`src/rtl/prg_window_mapper_if.sv`:
```
// CPU-side cartridge bus bundle between the CPU pins and the PRG window mapper.
interface prg_window_mapper_if #(
  parameter int unsigned OUT_MSB = 26
);
  logic                romsel;
  logic                cpu_rw_in;
  logic [14:0]         cpu_addr_in;
  logic [7:0]          cpu_data_in;
  logic [OUT_MSB-13:0] cpu_addr_out;
  logic                locked;

  modport master (
    output romsel, cpu_rw_in, cpu_addr_in, cpu_data_in,
    input  cpu_addr_out, locked
  );

  modport slave (
    input  romsel, cpu_rw_in, cpu_addr_in, cpu_data_in,
    output cpu_addr_out, locked
  );
endinterface

```
`src/rtl/prg_window_mapper.sv`:
```
// PRG bank translator: per-window bank registers, menu-time base/mask with lock,
// and a read-modify-write double-write filter.
module prg_window_mapper #(
  parameter int unsigned WINDOW_BITS = 2,
  parameter int unsigned BANK_BITS   = 8,
  parameter int unsigned OUT_MSB     = 26,
  parameter int unsigned RMW_FILTER  = 1
) (
  input  logic                  m2,
  input  logic                  reset,
  prg_window_mapper_if.slave    bus
);

  localparam int unsigned WINDOWS   = 1 << WINDOW_BITS;
  localparam int unsigned LOW_BITS  = 2 - WINDOW_BITS;
  localparam int unsigned WIDX_BITS = (WINDOW_BITS == 0) ? 1 : WINDOW_BITS;
  localparam int unsigned OUT_W     = OUT_MSB - 12;
  localparam int unsigned HI_W      = OUT_MSB - 13;
  localparam int unsigned BASE_HI_W = OUT_MSB - 21;
  localparam logic [1:0]  LOW_MASK  = 2'((1 << LOW_BITS) - 1);

  typedef enum logic {ST_CONFIG, ST_LOCKED} state_e;

  state_e               state_q, state_d;
  logic [HI_W-1:0]      base_q, base_d;
  logic [7:0]           mask_q, mask_d;
  logic                 armed_q, armed_d;
  logic [BANK_BITS-1:0] bank_q [WINDOWS];
  logic [BANK_BITS-1:0] bank_d [WINDOWS];

  logic [WIDX_BITS-1:0] win_c;
  logic                 qual_wr_c, accept_c, cfg_wr_c, bank_wr_c;
  logic [OUT_W-1:0]     mapped_c;
  logic [HI_W-1:0]      hi_c;
  logic                 unused_c;

  // A14..A13 bits above the in-window field select the bank register
  always_comb begin
    win_c     = WIDX_BITS'(bus.cpu_addr_in[14:13] >> LOW_BITS);
    qual_wr_c = ~bus.cpu_rw_in;
    accept_c  = qual_wr_c && !((RMW_FILTER != 0) && armed_q);
    cfg_wr_c  = accept_c && bus.romsel && (bus.cpu_addr_in[14:12] == 3'b101)
                && (state_q == ST_CONFIG);
    bank_wr_c = accept_c && !bus.romsel;
  end

  always_comb begin
    state_d = state_q;
    base_d  = base_q;
    mask_d  = mask_q;
    bank_d  = bank_q;
    // Any write, even a dropped one, arms the filter for the next edge
    armed_d = qual_wr_c;
    if (cfg_wr_c) begin
      case (bus.cpu_addr_in[1:0])
        2'd0: base_d[7:0]      = bus.cpu_data_in;
        2'd1: base_d[HI_W-1:8] = BASE_HI_W'(bus.cpu_data_in);
        2'd2: mask_d           = bus.cpu_data_in;
        default: begin
          if (bus.cpu_data_in[7]) state_d = ST_LOCKED;
        end
      endcase
    end
    if (bank_wr_c) bank_d[win_c] = bus.cpu_data_in[BANK_BITS-1:0];
  end

  always_ff @(posedge m2) begin
    if (reset) begin
      state_q <= ST_CONFIG;
      base_q  <= '0;
      mask_q  <= '0;
      armed_q <= 1'b0;
      for (int unsigned i = 0; i < WINDOWS; i++)
        bank_q[i] <= BANK_BITS'((1 << BANK_BITS) - WINDOWS + i);
    end else begin
      state_q <= state_d;
      base_q  <= base_d;
      mask_q  <= mask_d;
      armed_q <= armed_d;
      bank_q  <= bank_d;
    end
  end

  // Bit 13 passes straight through; bits above it are masked then based
  always_comb begin
    mapped_c = (OUT_W'(bank_q[win_c]) << LOW_BITS)
             | OUT_W'(bus.cpu_addr_in[14:13] & LOW_MASK);
    hi_c     = base_q | (mapped_c[OUT_W-1:1] & ~HI_W'(mask_q));
  end

  assign bus.cpu_addr_out = {hi_c, mapped_c[0]};
  assign bus.locked       = (state_q == ST_LOCKED);
  assign unused_c         = ^{bus.cpu_addr_in[11:2]};

endmodule

```
`src/flat_wrapper.sv`:
```
// flat-port wrapper written by rule: the top's interface ports become plain ports
module prg_window_mapper_flat 
#(
  parameter int unsigned WINDOW_BITS = 2,
  parameter int unsigned BANK_BITS   = 8,
  parameter int unsigned OUT_MSB     = 26,
  parameter int unsigned RMW_FILTER  = 1
)
  (m2, reset, bus_romsel, bus_cpu_rw_in, bus_cpu_addr_in, bus_cpu_data_in, bus_cpu_addr_out, bus_locked);
  prg_window_mapper_if #(.OUT_MSB(OUT_MSB)) bus_i ();
  input  logic m2;
  input  logic reset;
  input wire logic [$bits(bus_i.romsel)-1:0] bus_romsel;
  input wire logic [$bits(bus_i.cpu_rw_in)-1:0] bus_cpu_rw_in;
  input wire logic [$bits(bus_i.cpu_addr_in)-1:0] bus_cpu_addr_in;
  input wire logic [$bits(bus_i.cpu_data_in)-1:0] bus_cpu_data_in;
  output wire logic [$bits(bus_i.cpu_addr_out)-1:0] bus_cpu_addr_out;
  output wire logic [$bits(bus_i.locked)-1:0] bus_locked;
  assign bus_i.romsel = bus_romsel;
  assign bus_i.cpu_rw_in = bus_cpu_rw_in;
  assign bus_i.cpu_addr_in = bus_cpu_addr_in;
  assign bus_i.cpu_data_in = bus_cpu_data_in;
  assign bus_cpu_addr_out = bus_i.cpu_addr_out;
  assign bus_locked = bus_i.locked;
  prg_window_mapper #(.WINDOW_BITS(WINDOW_BITS), .BANK_BITS(BANK_BITS), .OUT_MSB(OUT_MSB), .RMW_FILTER(RMW_FILTER)) u_core (.m2(m2), .reset(reset), .bus(bus_i));
endmodule
```
`config.mk`:
```
export PLATFORM = sky130hd
export DESIGN_NAME = prg_window_mapper_flat
export DESIGN_NICKNAME = d
export VERILOG_FILES = /design/src/rtl/prg_window_mapper_if.sv /design/src/rtl/prg_window_mapper.sv /design/src/flat_wrapper.sv
export SDC_FILE = /design/constraint.sdc
export NUM_CORES = 1
export LEC_CHECK = 0
export CORE_ASPECT_RATIO = 0.75
export CORE_MARGIN = 3
export CORE_UTILIZATION = 45
export DETAILED_ROUTE_END_ITERATION = 7
export GPL_TIMING_DRIVEN = 0
export HOLD_SLACK_MARGIN = 0.15
export PLACE_DENSITY_LB_ADDON = 0.2
export SLEW_MARGIN = 20
export SYNTH_ARGS = -nofsm -noshare
export SYNTH_HDL_FRONTEND = slang
export SYNTH_SLANG_ARGS = --single-unit
```
`constraint.sdc`:
```
create_clock -name m2 -period 1.59 [get_ports m2]
set_input_delay 0.318 -clock m2 [delete_from_list [all_inputs] [get_ports m2]]
set_output_delay 0.318 -clock m2 [all_outputs]
set_load 0.01 [all_outputs]
```
==> flow_metrics.py <==
metrics = {
    "logic_synthesis": {
        "synth_top_family_by_area": "multiplexers",
        "synthXorXnorAreaFrac_pct": 0,
        "synth_compound_area_share_pct": 7.920,
        "synth-simple-area-share_pct": 20.90,
        "yosys_warnings": 0,
        "syn_area_mm2": 0.002496,
        "post_synth.cell_area_avg_um2": 10.49,
        "synth_mux_area_share_pct": 22.46,
        "synth.distinct_cells": 26,
        "synthAdderAreaFrac_pct": 0,
        "synth_top_area_share_pct": 43.31,
        "ys_seq_area_share_pct": 43.31,
        "synth_top_area_cell": "dfxtp_1",
        "ys_seq_elements": 54,
        "syn_inst": 238,
        "synth.net_count": 265,
        "synth.area.top_cells": "dfxtp_1 (43%), mux2i_1 (15%), nand2b_1 (8.0%)",
    },
    "global_route": {
        "antenna_found_initial": 0,
        "grt_overflow_total": 0,
        "grt_pass1_vias": 1862,
        "grt_use_total_pct": 19.73,
        "grt_pass1_wl_um": 9846,
        "grt_max_degree": 16,
    },
    "setup_path": {
        "cp.required_ns": 1.27,
        "r2r_start": "u_core.armed_q$_SDFF_PP0_",
        "cp_max_fo": 2,
        "end_kind": "output pin",
        "cp-start-kind": "register",
        "reg2regPathDepth": 4,
        "cp.arrival_ns": 1.48,
        "regToRegSetupSlack_ns": 0.12,
        "r2r-end": "u_core.mask_q[6]$_SDFFE_PP0P_",
        "crit_type": "register to output pin",
    },
    "pwr": {
        "swShare_pct": 24.54,
        "p_per_area_mw_per_mm2": 800.3,
        "power_switching_mw": 0.6080,
        "p_comb_share_pct": 11.7,
        "p_total_mw": 2.477,
        "cell_internal_pwr_mw": 1.869,
        "ir_drop_v": 0.0003897,
        "clkPwrFrac_pct": 32.3,
        "pwr-share-seq_pct": 56.0,
        "p_leak_nw": 1.261,
    },
    "cells_and_area": {
        "area.growth.synth_to_final_pct": 24.01,
        "nNetsFinal": 309,
        "final_core_util_pct": 60.46,
        "post-route-cell-area_mm2": 0.003095,
        "layout-drive-gt1-share_pct": 21.91,
        "diodes": 0,
        "finalNonFillerCells": 355,
    },
    "sta": {
        "worstMarginPinSlew_ns": 0.5765,
        "timing.fmax_ghz": 0.5569,
        "layout_worst_path_cycle_share_pct": 112.9,
        "layout_setup_ws_ns": -0.2056,
        "finClkSkew_ns": 0.003033,
        "rsz0062_at_grt": "true",
        "final_hold_viol_count": 0,
        "slew_violations": 0,
        "fin_crit_ns": 1.796,
        "setup_viol": 8,
        "maxSlewHeadroom_pct": 61.57,
    },
    "route": {
        "drt-total-wl_um": 5989,
        "via_per_inst": 5.377,
        "dr.pass1.iters": 4,
        "wl_per_cell_um": 16.87,
        "vias": 1909,
        "ant_nets": 0,
        "first_iter_violations": 126,
        "drc": 0,
    },
    "clocking": {
        "numCtsBuffers": 5,
        "cts.sinks": 54,
        "root_buffer": "clkbuf_8",
        "h-tree-depth": 2,
        "clock_latency_ns": 0.31,
        "path_clk_slew_ns": 0.09,
        "cts_buffer_depth": 2,
        "cts_tree": "yes",
    },
    "floorplanning": {
        "start_util_pct": 48.75,
        "die_w_um": 92,
        "rows": 22,
        "coreArea_mm2": 0.005120,
        "die_area_mm2": 0.006486,
        "die-height_um": 70.50,
        "io-pin-count": 42,
    },
    "place": {
        "gp_congestion": 0.7800,
        "dp_hpwl_um": 4165,
        "port_buffers": 30,
        "dpl_cell_area_mm2": 0.002889,
        "dp_cells": 340,
        "dp_slack_ns": -1.106,
    },
    "status": {
        "violations": "negative setup slack",
        "status": "finished with violations",
    },
    "worst_hold_path": {
        "worstHoldPathType": "register to register",
        "hold_depth": 1,
        "hold_end": "u_core.bank_q[9]$_SDFFE_PP1P_",
        "min_from": "u_core.bank_q[9]$_SDFFE_PP1P_",
    },
    "flow_run": {
        "maxCapViolCount": 0,
    },
}
==> how the worst max path moves through the flow <==
stage | depth (start not counted) | to | slack (ns) | startpoint
5_1_grt | 3 | bus_cpu_addr_out[7] | -0.24 | u_core.bank_q[7]$_SDFFE_PP1P_
4_1_cts | 3 | bus_cpu_addr_out[5] | -0.20 | u_core.bank_q[5]$_SDFFE_PP1P_
3_5_place_dp | 5 | bus_cpu_addr_out[5] | -1.11 | bus_cpu_addr_in[13]
3_3_place_gp | 5 | bus_cpu_addr_out[5] | -1.12 | bus_cpu_addr_in[13]
6_report | 3 | bus_cpu_addr_out[5] | -0.21 | u_core.bank_q[5]$_SDFFE_PP1P_
2_1_floorplan | 3 | u_core.base_q[0]$_SDFFE_PP0P_ | 0.01 | u_core.bus.locked$_SDFFE_PP0P_
==> critical path, stage by stage (launching register included) <==
cell,delay [ns]
dfxtp_1,0.32
mux4_2,0.52
a21o_1,0.18
buf_2,0.13
==> layout make-up <==
class	instances	area, um^2
Timing Repair Buffer	39	359.1
Tap cell	72	90.09
Buffer	19	133.9
Sequential cell	54	1092
Multi-Input combinational cell	155	1299
Fill cell	457	2024
Clock inverter	1	5.005
Clock buffer	7	86.33
Inverter	8	30.03
==> cell usage in the layout, fill, tap and decap left out, types with 2 or more instances in the layout <==
cell and count:
a211o_1 7, a21o_1 7, a221o_1 6, and3_1 8, buf_2 6, buf_4 12, buf_6 5, buf_8 3
clkbuf_1 10, clkbuf_8 7, clkdlybuf4s50_1 11, dfxtp_1 45, dfxtp_2 9, dlygate4sd2_1 8, inv_1 8, mux2i_1 38
mux4_2 8, nand2_2 2, nand2b_1 31, nand3_1 2, nor2_1 25, nor2b_1 7, nor4_4 3
==> cell families after synthesis <==
logic type             after synthesis
and+or+nand+nor                     86
DFF                                 54
muxes                               46
buffers and inverters               29
AOI/OAI and AO/OA                   23
==> registers in the layout (all words and copies together) (netlist names) <==
register / cells
u_core.bank_q: 32
u_core.base_q: 13
u_core.mask_q: 7
u_core.armed_q: 1
u_core.bus.locked: 1
==> power by group through the flow <==
stage	combinational, mW	sequential (mW)	clock (mW)
after floorplan	0.150	1.41	0
after global placement	0.266	1.42	0
after detailed placement	0.269	1.42	0
after CTS	0.286	1.39	0.815
after global routing	0.311	1.39	0.871
final	0.290	1.39	0.800
==> synth_stat cells <==
| cell | n |
|---|---|
| a211o_1 | 7 |
| a21bo_2 | 1 |
| a21o_1 | 7 |
| a21oi_1 | 1 |
| a221o_1 | 6 |
| a41oi_1 | 1 |
| and2_1 | 1 |
| and3_1 | 8 |
| and4b_1 | 1 |
| buf_2 | 3 |
| buf_4 | 6 |
| clkbuf_1 | 12 |
| dfxtp_1 | 54 |
| inv_1 | 8 |
| mux2i_1 | 38 |
| mux4_2 | 8 |
| nand2_1 | 2 |
| nand2b_1 | 32 |
| nand3_1 | 2 |
| nand4_1 | 1 |
| nand4b_1 | 1 |
| nor2_1 | 25 |
| nor2b_1 | 7 |
| nor3_1 | 2 |
| nor4_4 | 3 |
| or3_4 | 1 |
==> metrics by stage <==
| stage | TNS (ns) | hold WS [ns] |
|---|---|---|
| after CTS | -1.213 | 0.4642 |
| after detailed placement | -41.42 | 0.4503 |
| after global routing | -1.514 | 0.4874 |
| after global placement | -40.61 | 0.4445 |
| final | -1.169 | 0.4643 |
| after floorplan | 0 | 0.3904 |
==> what timing repair did <==
action                                 in CTS  in global routing
buffers inserted                            7                  1
pin swaps                                  11                  2
resized for setup                          72                  8
endpoints found under the hold margin       0                  0
cloned                                      1                  0
hold buffers                                0                  0
setup endpoints to repair                  67                 38
==> metal layers <==
metal / GRT usage [%] / wire length [um] / vias up
met1: 28.36 / 3003 / 942
li1: - / - / 913
met2: 29.05 / 2635 / 44
met3: 4.090 / 247 / 10
met5: 0 / 0 / -
met4: 7.743 / 103 / 0
No activity file was read; power rests on OpenSTA's default activity.
